<file path="src/rtl/brisc_pkg.sv">
// brisc shared definitions: opcodes, stage
// encoding, trap causes and opcode classes.
package brisc_pkg;

  localparam logic [6:0] OP_LOAD   = 7'b0000011;
  localparam logic [6:0] OP_STORE  = 7'b0100011;
  localparam logic [6:0] OP_BRANCH = 7'b1100011;
  localparam logic [6:0] OP_JAL    = 7'b1101111;
  localparam logic [6:0] OP_JALR   = 7'b1100111;
  localparam logic [6:0] OP_OP     = 7'b0110011;
  localparam logic [6:0] OP_IMM    = 7'b0010011;
  localparam logic [6:0] OP_LUI    = 7'b0110111;
  localparam logic [6:0] OP_AUIPC  = 7'b0010111;
  localparam logic [6:0] OP_SYSTEM = 7'b1110011;

  typedef enum logic [2:0] {
    ST_IF   = 3'd0,
    ST_ID   = 3'd1,
    ST_EX   = 3'd2,
    ST_MEM  = 3'd3,
    ST_WB   = 3'd4,
    ST_HALT = 3'd5
  } stage_e;

  typedef enum logic [1:0] {
    TRAP_NONE    = 2'd0,
    TRAP_ILLEGAL = 2'd1,
    TRAP_BUS     = 2'd2
  } trap_e;

  typedef enum logic [2:0] {
    CLS_ALU,
    CLS_LOAD,
    CLS_STORE,
    CLS_BRANCH,
    CLS_JUMP,
    CLS_SYSTEM,
    CLS_ILLEGAL
  } op_class_e;

endpackage

</file>
<file path="src/rtl/brisc_stage_ctrl_if.sv">
// brisc memory handshake bundle: instruction
// and data req/ack plus the store strobe.
interface brisc_stage_ctrl_if;

  logic imem_req;
  logic imem_ack;
  logic dmem_req;
  logic dmem_ack;
  logic mem_w_en;

  modport master (
    output imem_req,
    output dmem_req,
    output mem_w_en,
    input  imem_ack,
    input  dmem_ack
  );

  modport slave (
    input  imem_req,
    input  dmem_req,
    input  mem_w_en,
    output imem_ack,
    output dmem_ack
  );

endinterface

</file>
<file path="src/rtl/brisc_op_class.sv">
// brisc opcode-to-class decoder, purely
// combinational; shared with decode logic.
module brisc_op_class
  import brisc_pkg::*;
(
  input  logic [6:0] op,
  output op_class_e  cls
);

  // map the 7-bit major opcode to its class
  always_comb begin
    cls = CLS_ILLEGAL;
    case (op)
      OP_LOAD:   cls = CLS_LOAD;
      OP_STORE:  cls = CLS_STORE;
      OP_BRANCH: cls = CLS_BRANCH;
      OP_JAL,
      OP_JALR:   cls = CLS_JUMP;
      OP_OP,
      OP_IMM,
      OP_LUI,
      OP_AUIPC:  cls = CLS_ALU;
      OP_SYSTEM: cls = CLS_SYSTEM;
      default:   cls = CLS_ILLEGAL;
    endcase
  end

endmodule

</file>
<file path="src/rtl/brisc_stage_ctrl.sv">
// brisc multicycle sequencer: IF/ID/EX/MEM/WB
// stepping, memory handshakes, traps, counters.
module brisc_stage_ctrl
  import brisc_pkg::*;
#(
  parameter int CNT_W   = 32,
  parameter int TIMEOUT = 16
) (
  input  logic             clk,
  input  logic             rst,
  input  logic [6:0]       ir_op,
  input  logic             halt_req,
  brisc_stage_ctrl_if.master bus,
  output logic [2:0]       stage,
  output logic             ir_en,
  output logic             ab_en,
  output logic             alu_en,
  output logic             lmd_en,
  output logic             pc_en,
  output logic             reg_w_en,
  output logic             halted,
  output logic [1:0]       trap_cause,
  output logic [CNT_W-1:0] cycle_cnt,
  output logic [CNT_W-1:0] instret_cnt
);

  localparam int TW =
    (TIMEOUT > 1) ? $clog2(TIMEOUT) : 1;
  localparam logic [TW-1:0] TMAX =
    TW'((TIMEOUT > 0) ? TIMEOUT - 1 : 0);

  stage_e     state_q, state_d;
  trap_e      cause_q, cause_d;
  logic       pend_q, pend_d;
  logic [TW-1:0]    timer_q, timer_d;
  logic [CNT_W-1:0] cyc_q, cyc_d;
  logic [CNT_W-1:0] ret_q, ret_d;

  op_class_e cls;
  logic      waiting;
  logic      tmo;
  logic      is_mem;

  brisc_op_class u_cls (
    .op  (ir_op),
    .cls (cls)
  );

  assign is_mem = (cls == CLS_LOAD) ||
                  (cls == CLS_STORE);

  assign waiting =
    ((state_q == ST_IF)  && !bus.imem_ack) ||
    ((state_q == ST_MEM) && !bus.dmem_ack);

  assign tmo = (TIMEOUT > 0) && waiting &&
               (timer_q == TMAX);

  // next state, trap cause, held halt, timer, counters
  always_comb begin
    state_d = state_q;
    cause_d = cause_q;
    pend_d  = pend_q | halt_req;
    timer_d = timer_q;
    cyc_d   = cyc_q;
    ret_d   = ret_q;
    case (state_q)
      ST_IF: begin
        if (bus.imem_ack) begin
          state_d = ST_ID;
        end else if (tmo) begin
          state_d = ST_HALT;
          cause_d = TRAP_BUS;
        end
      end
      ST_ID: begin
        unique case (1'b1)
          (cls == CLS_SYSTEM): begin
            state_d = ST_HALT;
            cause_d = TRAP_NONE;
          end
          (cls == CLS_ILLEGAL): begin
            state_d = ST_HALT;
            cause_d = TRAP_ILLEGAL;
          end
          default: state_d = ST_EX;
        endcase
      end
      ST_EX: begin
        state_d = is_mem ? ST_MEM : ST_WB;
      end
      ST_MEM: begin
        if (bus.dmem_ack) begin
          state_d = ST_WB;
        end else if (tmo) begin
          state_d = ST_HALT;
          cause_d = TRAP_BUS;
        end
      end
      ST_WB: begin
        pend_d = 1'b0;
        if (halt_req || pend_q) begin
          state_d = ST_HALT;
          cause_d = TRAP_NONE;
        end else begin
          state_d = ST_IF;
        end
      end
      ST_HALT: state_d = ST_HALT;
      default: state_d = ST_IF;
    endcase
    if (state_d != state_q) begin
      timer_d = '0;
    end else if (waiting) begin
      timer_d = timer_q + TW'(1);
    end
    if (state_q != ST_HALT) begin
      cyc_d = cyc_q + CNT_W'(1);
    end
    if (state_q == ST_WB) begin
      ret_d = ret_q + CNT_W'(1);
    end
  end

  // state and counter registers, sync reset wins
  always_ff @(posedge clk) begin
    if (rst) begin
      state_q <= ST_IF;
      cause_q <= TRAP_NONE;
      pend_q  <= 1'b0;
      timer_q <= '0;
      cyc_q   <= '0;
      ret_q   <= '0;
    end else begin
      state_q <= state_d;
      cause_q <= cause_d;
      pend_q  <= pend_d;
      timer_q <= timer_d;
      cyc_q   <= cyc_d;
      ret_q   <= ret_d;
    end
  end

  assign bus.imem_req = (state_q == ST_IF);
  assign bus.dmem_req = (state_q == ST_MEM);
  assign bus.mem_w_en = (state_q == ST_MEM) &&
                        (cls == CLS_STORE);

  assign ir_en  = (state_q == ST_IF) &&
                  bus.imem_ack;
  assign ab_en  = (state_q == ST_ID);
  assign alu_en = (state_q == ST_EX);
  assign lmd_en = (state_q == ST_MEM) &&
                  bus.dmem_ack &&
                  (cls == CLS_LOAD);
  assign pc_en  = (state_q == ST_WB);
  assign reg_w_en = (state_q == ST_WB) &&
                    (cls != CLS_STORE) &&
                    (cls != CLS_BRANCH);

  assign halted      = (state_q == ST_HALT);
  assign stage       = state_q;
  assign trap_cause  = cause_q;
  assign cycle_cnt   = cyc_q;
  assign instret_cnt = ret_q;

endmodule
</file>
<file path="src/flat_wrapper.sv">
// flat-port wrapper written by rule: the top's interface ports become plain ports
module brisc_stage_ctrl_flat import brisc_pkg::*;
#(
  parameter int CNT_W   = 32,
  parameter int TIMEOUT = 16
)
  (clk, rst, ir_op, halt_req, stage, ir_en, ab_en, alu_en, lmd_en, pc_en, reg_w_en, halted, trap_cause, cycle_cnt, instret_cnt, bus_imem_req, bus_dmem_req, bus_mem_w_en, bus_imem_ack, bus_dmem_ack);
  brisc_stage_ctrl_if bus_i ();
  input  logic clk;
  input  logic rst;
  input  logic [6:0] ir_op;
  input  logic halt_req;
  output logic [2:0] stage;
  output logic ir_en;
  output logic ab_en;
  output logic alu_en;
  output logic lmd_en;
  output logic pc_en;
  output logic reg_w_en;
  output logic halted;
  output logic [1:0] trap_cause;
  output logic [CNT_W-1:0] cycle_cnt;
  output logic [CNT_W-1:0] instret_cnt;
  output wire logic [$bits(bus_i.imem_req)-1:0] bus_imem_req;
  output wire logic [$bits(bus_i.dmem_req)-1:0] bus_dmem_req;
  output wire logic [$bits(bus_i.mem_w_en)-1:0] bus_mem_w_en;
  input wire logic [$bits(bus_i.imem_ack)-1:0] bus_imem_ack;
  input wire logic [$bits(bus_i.dmem_ack)-1:0] bus_dmem_ack;
  assign bus_imem_req = bus_i.imem_req;
  assign bus_dmem_req = bus_i.dmem_req;
  assign bus_mem_w_en = bus_i.mem_w_en;
  assign bus_i.imem_ack = bus_imem_ack;
  assign bus_i.dmem_ack = bus_dmem_ack;
  brisc_stage_ctrl #(.CNT_W(CNT_W), .TIMEOUT(TIMEOUT)) u_core (.clk(clk), .rst(rst), .ir_op(ir_op), .halt_req(halt_req), .bus(bus_i), .stage(stage), .ir_en(ir_en), .ab_en(ab_en), .alu_en(alu_en), .lmd_en(lmd_en), .pc_en(pc_en), .reg_w_en(reg_w_en), .halted(halted), .trap_cause(trap_cause), .cycle_cnt(cycle_cnt), .instret_cnt(instret_cnt));
endmodule
</file>
<file path="config.mk">
export PLATFORM = sky130hd
export DESIGN_NAME = brisc_stage_ctrl_flat
export DESIGN_NICKNAME = d
export VERILOG_FILES = /design/src/rtl/brisc_pkg.sv /design/src/rtl/brisc_stage_ctrl_if.sv /design/src/rtl/brisc_op_class.sv /design/src/rtl/brisc_stage_ctrl.sv /design/src/flat_wrapper.sv
export SDC_FILE = /design/constraint.sdc
export NUM_CORES = 1
export LEC_CHECK = 0
export ABC_AREA = 1
export BUFFER_PORTS_ARGS = -buffer_cell sky130_fd_sc_hd__buf_2
export CAP_MARGIN = 20
export CORE_MARGIN = 4
export CORE_UTILIZATION = 55
export DETAILED_ROUTE_END_ITERATION = 12
export PLACE_DENSITY_LB_ADDON = 0.15
export SLEW_MARGIN = 5
export SYNTH_ARGS = -nofsm -noshare
export SYNTH_HDL_FRONTEND = slang
export SYNTH_SLANG_ARGS = --single-unit
</file>
<file path="constraint.sdc">
create_clock -name clk -period 1.85 [get_ports clk]
set_clock_uncertainty 0.1 [all_clocks]
set_input_delay 0.2775 -clock clk [delete_from_list [all_inputs] [get_ports clk]]
set_output_delay 0.2775 -clock clk [all_outputs]
set_load 0.02 [all_outputs]
</file>
# After elaboration in Yosys (flattened, before gate mapping)
# Cells that the tools add are included.
dict set report word_totals {
  register_bits 74
  out_inout_bits 79
  elab_cells 74
}
dict set report classes {
  n_addsub 3
  eq_ne 28
  mux 14
  bitwise_logic 1
  reduce_logical 22
}
# op n
set ops {}
lappend ops {{32-bit by 1-bit adder with 32-bit output, second input constant} 2}
lappend ops {{3-bit one-hot mux with 6 select lines} 2}
lappend ops {{7-bit == test, second input constant} 4}
lappend ops {{7-bit by 6-bit == test with 1-bit output, second input constant} 3}
lappend ops {{3-bit 2-to-1 mux} 6}
lappend ops {{7-bit by 5-bit == test with 1-bit output, second input constant} 2}
lappend ops {{3-bit == test, second input constant} 4}
lappend ops {{3-bit by 2-bit == test with 1-bit output, second input constant} 3}
lappend ops {{1-bit logical AND} 9}
lappend ops {{2-bit 2-to-1 mux} 4}
lappend ops {{2-bit one-hot mux with 4 select lines} 1}
lappend ops {{2-bit OR reduction} 4}
lappend ops {{7-bit by 2-bit == test with 1-bit output, second input constant} 1}
lappend ops {{3-bit by 1-bit == test with 1-bit output, second input constant} 2}
lappend ops {{3-bit by 2-bit != test with 1-bit output, second input constant} 2}
lappend ops {{5-bit AND reduction} 1}
lappend ops {{4-bit by 1-bit adder with 4-bit output, second input constant} 1}
lappend ops {{4-bit == test, second input constant} 1}
lappend ops {{2-bit != test, second input constant} 2}
lappend ops {{2-bit one-hot mux with 2 select lines} 1}
lappend ops {{4-bit nonzero test} 1}
lappend ops {{4-bit OR reduction} 1}
lappend ops {{3-bit logical NOT} 1}
lappend ops {{1-bit logical OR} 3}
lappend ops {{6 further kinds} 7}

# Depth between registers and ports, before layout
# Gate-level depths: netlist (run 1).
dict set report logic_depth {
  ltp_word 9
  depth_mapped 14
}

# Cells and area by module
# From an unflattened synthesis (run 1), not the netlist that was laid out.
dict set report unflattened {
  cells_unflattened 739
  hier_area_um2 4566.9
}
# mod instances cells_per_inst area_each_um2 seq_area_each_um2
set modules_own_cells {}
lappend modules_own_cells {brisc_stage_ctrl 1 712 4435.5 1481.4}
lappend modules_own_cells {brisc_op_class 1 27 131.4 0.0}

# Worst setup path after synthesis (run 1)
# Ideal clock, no wire load.
dict set report synth_timing {
  path_kind {register to register}
  from {register u_core.state_q[0], in the netlist u_core.stage[0]}
  to {register u_core.timer_q[0]}
  setup_ps 116
  arrival_ps 1926
  path_slack_ps -292
  path_stages_with_launch 10
  path_buffers 0
  path_cell_list {dfxtp_1 inv_1 nor3_1 nand2_1 nand3_1 nand2_1 nand2_1 nor2_1 nand2_1 nor2_1}
}
# element line
set synth_rtl {}
lappend synth_rtl {{from (decl)} brisc_stage_ctrl.sv:32} ;# stage_e state_q, state_d;
lappend synth_rtl {{from (signal assigned)} brisc_stage_ctrl.sv:135} ;# state_q <= state_d;
lappend synth_rtl {{3-bit by 1-bit == test with 1-bit output} -}
lappend synth_rtl {{via ab_en} flat_wrapper.sv:15} ;# output logic ab_en;
lappend synth_rtl {{3-bit one-hot mux with 6 select lines} brisc_stage_ctrl.sv:67} ;# case (state_q)
lappend synth_rtl {{3-bit != test} brisc_stage_ctrl.sv:112} ;# if (state_d != state_q) begin
lappend synth_rtl {{2-bit OR reduction (no source line)} -}
lappend synth_rtl {{to (signal assigned)} brisc_stage_ctrl.sv:138} ;# timer_q <= timer_d;
lappend synth_rtl {{to (decl)} brisc_stage_ctrl.sv:35} ;# logic [TW-1:0] timer_q, timer_d;
# The timed path passes the listed nets, and every way through them passes these cells.
# A chain may end at the register's enable or synchronous reset.

# Final worst setup path (run 1)
dict set report layout_timing {
  from {register u_core.state_q[0], in the netlist u_core.stage[0]}
  to {output port lmd_en}
}
dict set report layout_between {
  elab_chain_len 3
}
# element line
set layout_rtl {}
lappend layout_rtl {{3-bit by 2-bit == test with 1-bit output} brisc_stage_ctrl.sv:153} ;# assign lmd_en = (state_q == ST_MEM) &&
lappend layout_rtl {{1-bit logical AND} brisc_stage_ctrl.sv:153}
lappend layout_rtl {{1-bit logical AND} brisc_stage_ctrl.sv:154} ;# bus.dmem_ack &&
lappend layout_rtl {{to (decl)} flat_wrapper.sv:17} ;# output logic lmd_en;
# Every way passes these cells.

==> results_dict.tcl, run 1 <==
set metrics [dict create \
    status "finished, violations left" \
    violations "setup timing" \
    ys.flop_type "dfxtp_1" \
    ant_nets 0 \
    synth_top_family_by_area "simple AND/OR/NAND/NOR gates" \
    path_class "register to output port" \
    setup_ws_ns -0.0739 \
    wl_microns 12800 \
    synth_adder_area_share 0.00873 \
    ys.warnings.count 0 \
    yosys.area.top_type_share 0.344 \
    area.growth.synth_to_final_pct 35.4 \
    clock-root-buffer "clkbuf_8" \
    max_cap_viol_count 0 \
    synth.area.mux_share 0.00233 \
    number_of_instances_in_the_synthesized_netlist 643 \
    grt_antenna_before_repair 0 \
    p_leak_nw 2.70 \
    firstDrtPassIters 5 \
    ys_top_cells_by_count "nand2_1, inv_1, nor2_1" \
    crit_path_cell_trace "buf_6, nand2_4, nor2_4, nand2_2, nor4_4, buf_4" \
    synth_largest_area_cell "dfxtp_1" \
    worst_path_max_delay_cell "dfxtp_2" \
    pre_cts_ws_ns -0.0275 \
    place_hpwl_microns 9070 \
    report.final.setup_viol 3 \
    rsz0062_at_grt "yes" \
    placed_area_sq_um 5190 \
    initial_utilization 0.580 \
    globalRoute.totalOverflow 0 \
    grt_max_degree 41 \
    timing.critical_path.from_type "register" \
    setup_total_negative_slack_ns -0.111 \
    dr.first_iter.drc_count 356 \
    antennaDiodeCount 0 \
    tritoncts "yes" \
    cts.htree.levels 3 \
    grt_use_total 0.267 \
    drcViolationCount 0 \
    synthTopCellsByArea "dfxtp_1, nand2_1, inv_1, nor2_1, a21oi_1" \
    critPathMaxFanout 6 \
    final_net_count 808 \
    finalCritPeriodShare 1.04 \
    yosys.area_share.simple 0.411 \
    vdd_drop_max_mv 0.736 \
    synth_fp_nets 658 \
    dieHeight_microns 96.4 \
    number_of_global_route_vias_before_repair 4377 \
    timing.hold.worst.class "input pin to register" \
    post-synth-top-count-cell "nand2_1" \
    layout_min_cycle_time_ns 1.92 \
    p_per_area_nw_per_um2 749 \
    synth_xor_xnor_area_share 0.0550 \
    yosys_register_bits 74 \
    core_region_area_sq_um 7410 \
    cp_slowest_stage_delay_ns 0.37 \
    synth.yosys.seq_area_share 0.344 \
    mappedNetlistArea_sq_um 4300 \
    max_slew.worst_pin.slew_ns 0.473 \
    grt_pass1_wl_microns 19700 \
    dieArea_sq_um 9300 \
    viasPerCell 5.46 \
    worst_skew_pair.late_latency_ns 0.35 \
    rows 31 \
    synth_compound_gate_area_share 0.0864 \
    final-hold-violation-count 0 \
    die-width_microns 96.4 \
    finalPower_w 0.00436 \
    relSlewSlack 0.685 \
    worstPathArrival_ns 1.55 \
    fmax_mhz 520 \
    boundaryPins 91 \
    numPortBuffers 90 \
    path_clk_slew_ns 0.08 \
    gp_routability_congestion 0.927 \
    worst_ep_required_ns 1.47 \
    postSynth.asyncResetShare 0 \
    clkSinkCount 74 \
    post_drt_wl_per_cell_microns 14.2 \
    synth_edf_count 0 \
    design_area_sq_um 5820 \
    detailroute.via_count 4901 \
    drive_above_1_share 0.312 \
    maxSlewViolCount 0 \
    worst_setup_path_end_kind "output port" \
    numCtsBuffers 9 \
    clockBufferDepth 2 \
    yosys.cell_types.count 37 \
    synthesis.area_per_instance_sq_um 6.69 \
]
## cell families after synthesis
kind of cell | count (synthesis)
AOI/OAI and AO/OA | 70
xor gates and xnor gates | 27
adders and majority gates | 3
buffers and inverters | 104
DFF | 74
muxes | 1
and+or+nand+nor | 364
## critical path, delay by kind of cell, from the launching register on
family	cells	cell delay (ns)
buf+inv	2	0.32
flops	1	0.37
simple gates	4	0.51
## per-stage QoR
step / instances / hold slack, ns / util
finish: 897 / 0.165 / 0.786
CTS: 886 / 0.165 / 0.742
floorplan: 643 / 0.397 / -
detailed placement: 866 / 0.349 / 0.700
global placement: 866 / 0.352 / 0.700
global route: 897 / 0.234 / 0.786
## layer usage
| layer | routed length, microns | share of wire | up-vias | GRT usage |
|---|---|---|---|---|
| met4 | 251 | 0.020 | 0 | 0.103 |
| met1 | 5350 | 0.42 | 2237 | 0.350 |
| met2 | 5940 | 0.46 | 259 | 0.424 |
| met3 | 1240 | 0.097 | 28 | 0.0627 |
| met5 | 0 | 0 | - | 0 |
| li1 | - | - | 2377 | - |
## path summary, 6_finish.rpt
check | cells past startpoint | to | from | slack [ns]
max | 6 | lmd_en | u_core.stage[0] | -0.07
min | 3 | u_core.pend_q | halt_req | 0.17
max reg2reg | 11 | u_core.instret_cnt[14] | u_core.stage[1] | -0.02
min reg2reg | 2 | u_core.trap_cause[1] | u_core.trap_cause[1] | 0.37
## final cells by class
cell class	count	area (sq um)
fillers	545	1580
flip-flops and latches	74	1490
multi-input cells	465	2670
inverters	91	348
clock inverters	5	100
well taps	99	124
clock buffers	11	151
repair buffers	152	943
## power breakdown
group | internal (W) | leakage, nW | switching [W] | total [W]
Sequential | 0.00166 | 0.600 | 0.0000771 | 0.00174
Clock | 0.000966 | 0.129 | 0.000608 | 0.00157
Combinational | 0.000381 | 1.97 | 0.000671 | 0.00105
## cell usage in the layout (no fill, tap or decap), drive strengths merged, types with 3 or more instances in the layout
| master | n |
|---|---|
| nand2 | 156 |
| buf | 152 |
| nor2 | 91 |
| inv | 90 |
| dfxtp | 74 |
| nor3 | 43 |
| a21oi | 41 |
| nand3 | 38 |
| nand4 | 25 |
| o21ai | 23 |
| xor2 | 18 |
| clkbuf | 11 |
| xnor2 | 9 |
| nor4 | 5 |
| nor3b | 4 |
| bufinv | 3 |
| ha | 3 |
## flip-flops by register name (all words and copies together) (netlist names)
signal              flops
u_core.cycle_cnt       32
u_core.instret_cnt     32
u_core.pend_q           1
u_core.stage            3
u_core.timer_q          4
u_core.trap_cause       2
## what timing repair did
action	4_1_cts	5_1_grt
setup endpoints to repair	5	33
buffers inserted	4	11
gates resized for setup	10	58
hold buffers	0	0
pin swaps	4	13
hold endpoints to repair	0	0
gates cloned	0	0
No activity file was read; power rests on OpenSTA's default activity.
==> run 2, diff against run 1 <==
--- a/config.mk
+++ b/config.mk
@@ -8,9 +8,11 @@
 export ABC_AREA = 1
 export BUFFER_PORTS_ARGS = -buffer_cell sky130_fd_sc_hd__buf_2
 export CAP_MARGIN = 20
+export CORE_ASPECT_RATIO = 0.75
 export CORE_MARGIN = 4
-export CORE_UTILIZATION = 55
+export CORE_UTILIZATION = 59
 export DETAILED_ROUTE_END_ITERATION = 12
+export HOLD_SLACK_MARGIN = 0.03
 export PLACE_DENSITY_LB_ADDON = 0.15
 export SLEW_MARGIN = 5
 export SYNTH_ARGS = -nofsm -noshare
==> constraint.sdc (replaced) <==
create_clock -name clk -period 2.4 [get_ports clk]
set_clock_uncertainty 0.1 [all_clocks]
set_input_delay 0.36 -clock clk [delete_from_list [all_inputs] [get_ports clk]]
set_output_delay 0.36 -clock clk [all_outputs]
set_load 0.02 [all_outputs]
==> results_dict.tcl, run 2 (synthesis results as in run 1) <==
set metrics [dict create \
    path_clk_slew_ns 0.07 \
    final_core_util 0.727 \
    report.final.setup_viol 0 \
    path_class "register to output port" \
    maxSlewViolCount 0 \
    cts.htree.levels 3 \
    worst_hold_startpoint "halt_req" \
    core_region_area_sq_um 6960 \
    numPortBuffers 90 \
    status "finished, final reports clean" \
    clkSinkCount 74 \
    place_hpwl_microns 8820 \
    final-seq-area_sq_um 1480 \
    min_delay_path_depth 3 \
    grt_antenna_before_repair 0 \
    cts_post_setup_buffers_inserted 0 \
    clock-root-buffer "clkbuf_8" \
    cp_slowest_stage_delay_ns 0.50 \
    worst_hold_path.endpoint "u_core.pend_q" \
    worst_r2r_startpoint "u_core.stage[0]" \
    drive_above_1_share 0.208 \
    grt_use_total 0.268 \
    boundaryPins 91 \
    layout_min_cycle_time_ns 2.23 \
    relSlewSlack 0.576 \
    numCtsBuffers 9 \
    tritoncts "yes" \
    worst_setup_path_end_kind "output port" \
    viasPerCell 5.41 \
    wl_microns 11400 \
    setup.worst_path.start "u_core.stage[0]" \
    number_of_global_route_vias_before_repair 4080 \
    critPathMaxFanout 11 \
    grt_max_degree 41 \
    layout.filler_cells 616 \
    worst_ep_required_ns 1.94 \
    worst_path_max_delay_cell "dfxtp_1" \
    clockBufferDepth 2 \
    timing.critical_path.from_type "register" \
    worst_skew_pair.late_latency_ns 0.35 \
    post_drt_wl_per_cell_microns 13.5 \
    p_leak_nw 2.28 \
    crit_path_cell_trace "nand3_2, buf_4, inv_1, buf_2" \
    rows 26 \
    layout_commonest_cell "nand2_1" \
    timing.reg2reg.worst_path_depth 13 \
    worst_r2r_endpoint "u_core.timer_q[2]" \
    critical-path-top-delay-family "buffers and inverters" \
    area.growth.synth_to_final_pct 17.7 \
    regToRegSetupSlack_ns 0.34 \
    multi_input_combinational_cell_area_sq_um 2420 \
    worstPathBufferInverterCount 3 \
    gp_routability_congestion 0.956 \
    worstPathArrival_ns 1.77 \
    fmax_mhz 449 \
    post_cts_resized 0 \
    finalCritPeriodShare 0.927 \
    p_per_area_nw_per_um2 566 \
    grt_pass1_wl_microns 18900 \
    final_net_count 755 \
    dieHeight_microns 81.9 \
    dieArea_sq_um 8730 \
    dr.first_iter.drc_count 306 \
    ant_nets 0 \
    initial_utilization 0.618 \
    design_area_sq_um 5060 \
    rsz0062_at_grt "no" \
    timing.hold.worst.class "input pin to register" \
    placed_area_sq_um 4890 \
    drcViolationCount 0 \
    max_slew.worst_pin.slew_ns 0.632 \
    detailroute.via_count 4557 \
    firstDrtPassIters 5 \
    globalRoute.totalOverflow 0 \
    vdd_drop_max_mv 0.521 \
    max_cap_viol_count 0 \
    die-width_microns 107 \
    post_cts_hold_buffer_count 0 \
    antennaDiodeCount 0 \
    final-hold-violation-count 0 \
    most-common-layout-cells "nand2_1, buf_2, inv_1" \
    setup_total_negative_slack_ns 0 \
]
run 2: cell count changes in the layout (fill, tap and decap cells not counted), sizes merged:
cell / before / now
buf: 152 / 99
clkbuf: 11 / 10
inv: 90 / 92
clkinv: 2 / 4
bufinv: 3 / 0
run 2: metal layers:
metal | vias up | share of wire | track usage
li1 | 2273 | - | -
met1 | 2062 | 0.46 | 0.369
met2 | 200 | 0.44 | 0.425
met3 | 22 | 0.090 | 0.0746
met4 | 0 | 0.012 | 0.0511
met5 | - | 0 | 0
run 2: stage by stage:
step	hold slack, ns	worst slack (ns)	std cells	power [W]
2_1_floorplan	0.403	0.234	643	0.00181
3_3_place_gp	0.367	0.333	827	0.00199
3_5_place_dp	0.366	0.290	827	0.00201
4_1_cts	0.249	0.188	843	0.00288
5_1_grt	0.292	0.0468	843	0.00302
6_report	0.280	0.174	843	0.00287
run 2: layout make-up:
class                           count  share of cell area
Timing Repair Buffer               99               0.102
Multi-Input combinational cell    465               0.478
Clock buffer                       10              0.0272
Inverter                           91              0.0675
Sequential cell                    74               0.293
Tap cell                           98              0.0242
Clock inverter                      6             0.00791
run 2: power by group:
| part | leakage, nW | internal [W] | total, W | switching [W] |
|---|---|---|---|---|
| Sequential | 0.598 | 0.00128 | 0.00133 | 0.0000579 |
| Clock | 0.0924 | 0.000403 | 0.000885 | 0.000481 |
| Combinational | 1.59 | 0.000204 | 0.000649 | 0.000445 |
run 2: worst max-delay path by stage:
stage                  end  slack (ns)  depth (start not counted)
floorplan           lmd_en        0.23                          9
global placement    lmd_en        0.33                         11
detailed placement  lmd_en        0.29                         11
CTS                 halted        0.19                          4
global route        lmd_en        0.05                         11
finish              halted        0.17                          4
run 2: worst reg2reg max path, cell delays in order, from the launching register on:
cell	delay [ns]
dfxtp_1	0.50
nor2_2	0.10
nand2_2	0.13
buf_4	0.20
o21ai_0	0.14
inv_1	0.08
nand2_1	0.04
nor2_1	0.12
nand3_1	0.12
nand2_1	0.08
nand2_1	0.05
nor2_1	0.11
nand2_1	0.12
nor2_1	0.12
==> run 3, diff against run 2 <==
--- a/config.mk
+++ b/config.mk
@@ -7,10 +7,13 @@
 export LEC_CHECK = 0
 export ABC_AREA = 1
 export BUFFER_PORTS_ARGS = -buffer_cell sky130_fd_sc_hd__buf_2
-export CAP_MARGIN = 20
+export CAP_MARGIN = 5
+export CELL_PAD_IN_SITES_DETAIL_PLACEMENT = 1
+export CELL_PAD_IN_SITES_GLOBAL_PLACEMENT = 2
 export CORE_ASPECT_RATIO = 0.75
 export CORE_MARGIN = 4
-export CORE_UTILIZATION = 59
+export CORE_UTILIZATION = 32
+export CTS_BUF_LIST = sky130_fd_sc_hd__clkbuf_16
 export DETAILED_ROUTE_END_ITERATION = 12
 export HOLD_SLACK_MARGIN = 0.03
 export PLACE_DENSITY_LB_ADDON = 0.15
==> results_dict.tcl, run 3 (synthesis results as in run 1) <==
set metrics [dict create \
    place_hpwl_microns 11000 \
    final_net_count 761 \
    number_of_global_route_vias_before_repair 4582 \
    globalRoute.totalOverflow 0 \
    core_region_area_sq_um 13100 \
    layout_min_cycle_time_ns 2.16 \
    post_drt_wl_per_cell_microns 15.0 \
    p_per_area_nw_per_um2 624 \
    clockBufferDepth 2 \
    fmax_mhz 464 \
    boundaryPins 91 \
    worst_ep_required_ns 1.94 \
    final-hold-violation-count 0 \
    final_core_util 0.406 \
    initial_utilization 0.329 \
    clkSinkCount 74 \
    dr.first_iter.drc_count 251 \
    layout_commonest_cell "nand2_1" \
    worst_skew_pair.late_latency_ns 0.34 \
    cts_post_setup_buffers_inserted 0 \
    max_cap_viol_count 0 \
    grt_max_degree 41 \
    design_area_sq_um 5300 \
    dieArea_sq_um 15400 \
    path_class "input pin to output port" \
    rsz0062_at_grt "no" \
    maxSlewViolCount 0 \
    final-seq-area_sq_um 1480 \
    finalPower_w 0.00331 \
    detailroute.via_count 4463 \
    grt_pass1_wl_microns 23100 \
    relSlewSlack 0.651 \
    setup_total_negative_slack_ns 0 \
    finalCritPeriodShare 0.898 \
    die-width_microns 142 \
    worstPathArrival_ns 1.70 \
    report.final.setup_viol 0 \
    grt_antenna_before_repair 0 \
    drive_above_1_share 0.208 \
    wl_microns 13800 \
    viasPerCell 4.85 \
    critPathMaxFanout 5 \
    timing.critical_path.from_type "input pin" \
    post_cts_hold_buffer_count 0 \
    cts.htree.levels 3 \
    numCtsBuffers 9 \
    drcViolationCount 0 \
    antennaDiodeCount 0 \
    firstDrtPassIters 4 \
    dieHeight_microns 108 \
    status "finished, final reports clean" \
    area.growth.synth_to_final_pct 23.2 \
    multi_input_combinational_cell_area_sq_um 2420 \
    placed_area_sq_um 5020 \
    p_leak_nw 2.36 \
    vdd_drop_max_mv 0.411 \
    gp_routability_congestion 0.839 \
    max_slew.worst_pin.slew_ns 0.518 \
    tritoncts "yes" \
    rows 36 \
    grt_use_total 0.188 \
    worst_setup_path_end_kind "output port" \
    path_clk_slew_ns 0.05 \
    numPortBuffers 90 \
    post_cts_resized 0 \
    clock-root-buffer "clkbuf_16" \
    timing.hold.worst.class "input pin to register" \
    most-common-layout-cells "nand2_1, inv_1, buf_2" \
    ant_nets 0 \
    layout.filler_cells 1720 \
]
run 3: power breakdown:
part | switching, W | internal (W) | total (W) | leakage (nW)
combinational | 0.000465 | 0.000207 | 0.000671 | 1.62
clock | 0.000520 | 0.000783 | 0.00130 | 0.139
sequential | 0.0000537 | 0.00128 | 0.00133 | 0.598
total | 0.00104 | 0.00227 | 0.00331 | 2.36
run 3: metal layers:
metal | GRT usage | vias to the layer above | part of all wire
met3 | 0.0469 | 9 | 0.046
met4 | 0.0493 | 0 | 0.010
met1 | 0.277 | 2098 | 0.54
met2 | 0.272 | 74 | 0.41
met5 | 0 | - | 0
li1 | - | 2282 | -
run 3: cell type report:
class / count / area share
sequential: 74 / 0.280
timing repair buffer: 105 / 0.106
tap: 171 / 0.0404
clock buffer: 9 / 0.0425
inverter: 91 / 0.0645
multi-input combinational: 465 / 0.457
clock inverter: 6 / 0.00945
run 3: path summary, 6_finish.rpt:
check | cells after the start | from | end | slack (ns)
max | 11 | ir_op[3] | lmd_en | 0.24
min | 4 | bus_dmem_ack | u_core.stage[1] | 0.29
max reg2reg | 8 | u_core.cycle_cnt[0] | u_core.cycle_cnt[28] | 0.31
min reg2reg | 2 | u_core.trap_cause[1] | u_core.trap_cause[1] | 0.37
run 3: per-stage QoR:
step / std cells / hold slack (ns) / worst slack (ns)
2_1_floorplan: 643 / 0.403 / 0.234
5_1_grt: 921 / 0.309 / 0.0471
4_1_cts: 921 / 0.273 / 0.231
3_3_place_gp: 906 / 0.361 / 0.285
6_report: 921 / 0.291 / 0.244
3_5_place_dp: 906 / 0.359 / 0.241
run 3: critical path: stages:
cell and delay [ns]:
buf_2 0.10, inv_1 0.06, nand2_1 0.05, nor2_1 0.25, nand2_1 0.17, nand3_1 0.16
inv_1 0.07, nor2_1 0.08, nand2_1 0.05, nor4_1 0.14, buf_2 0.20
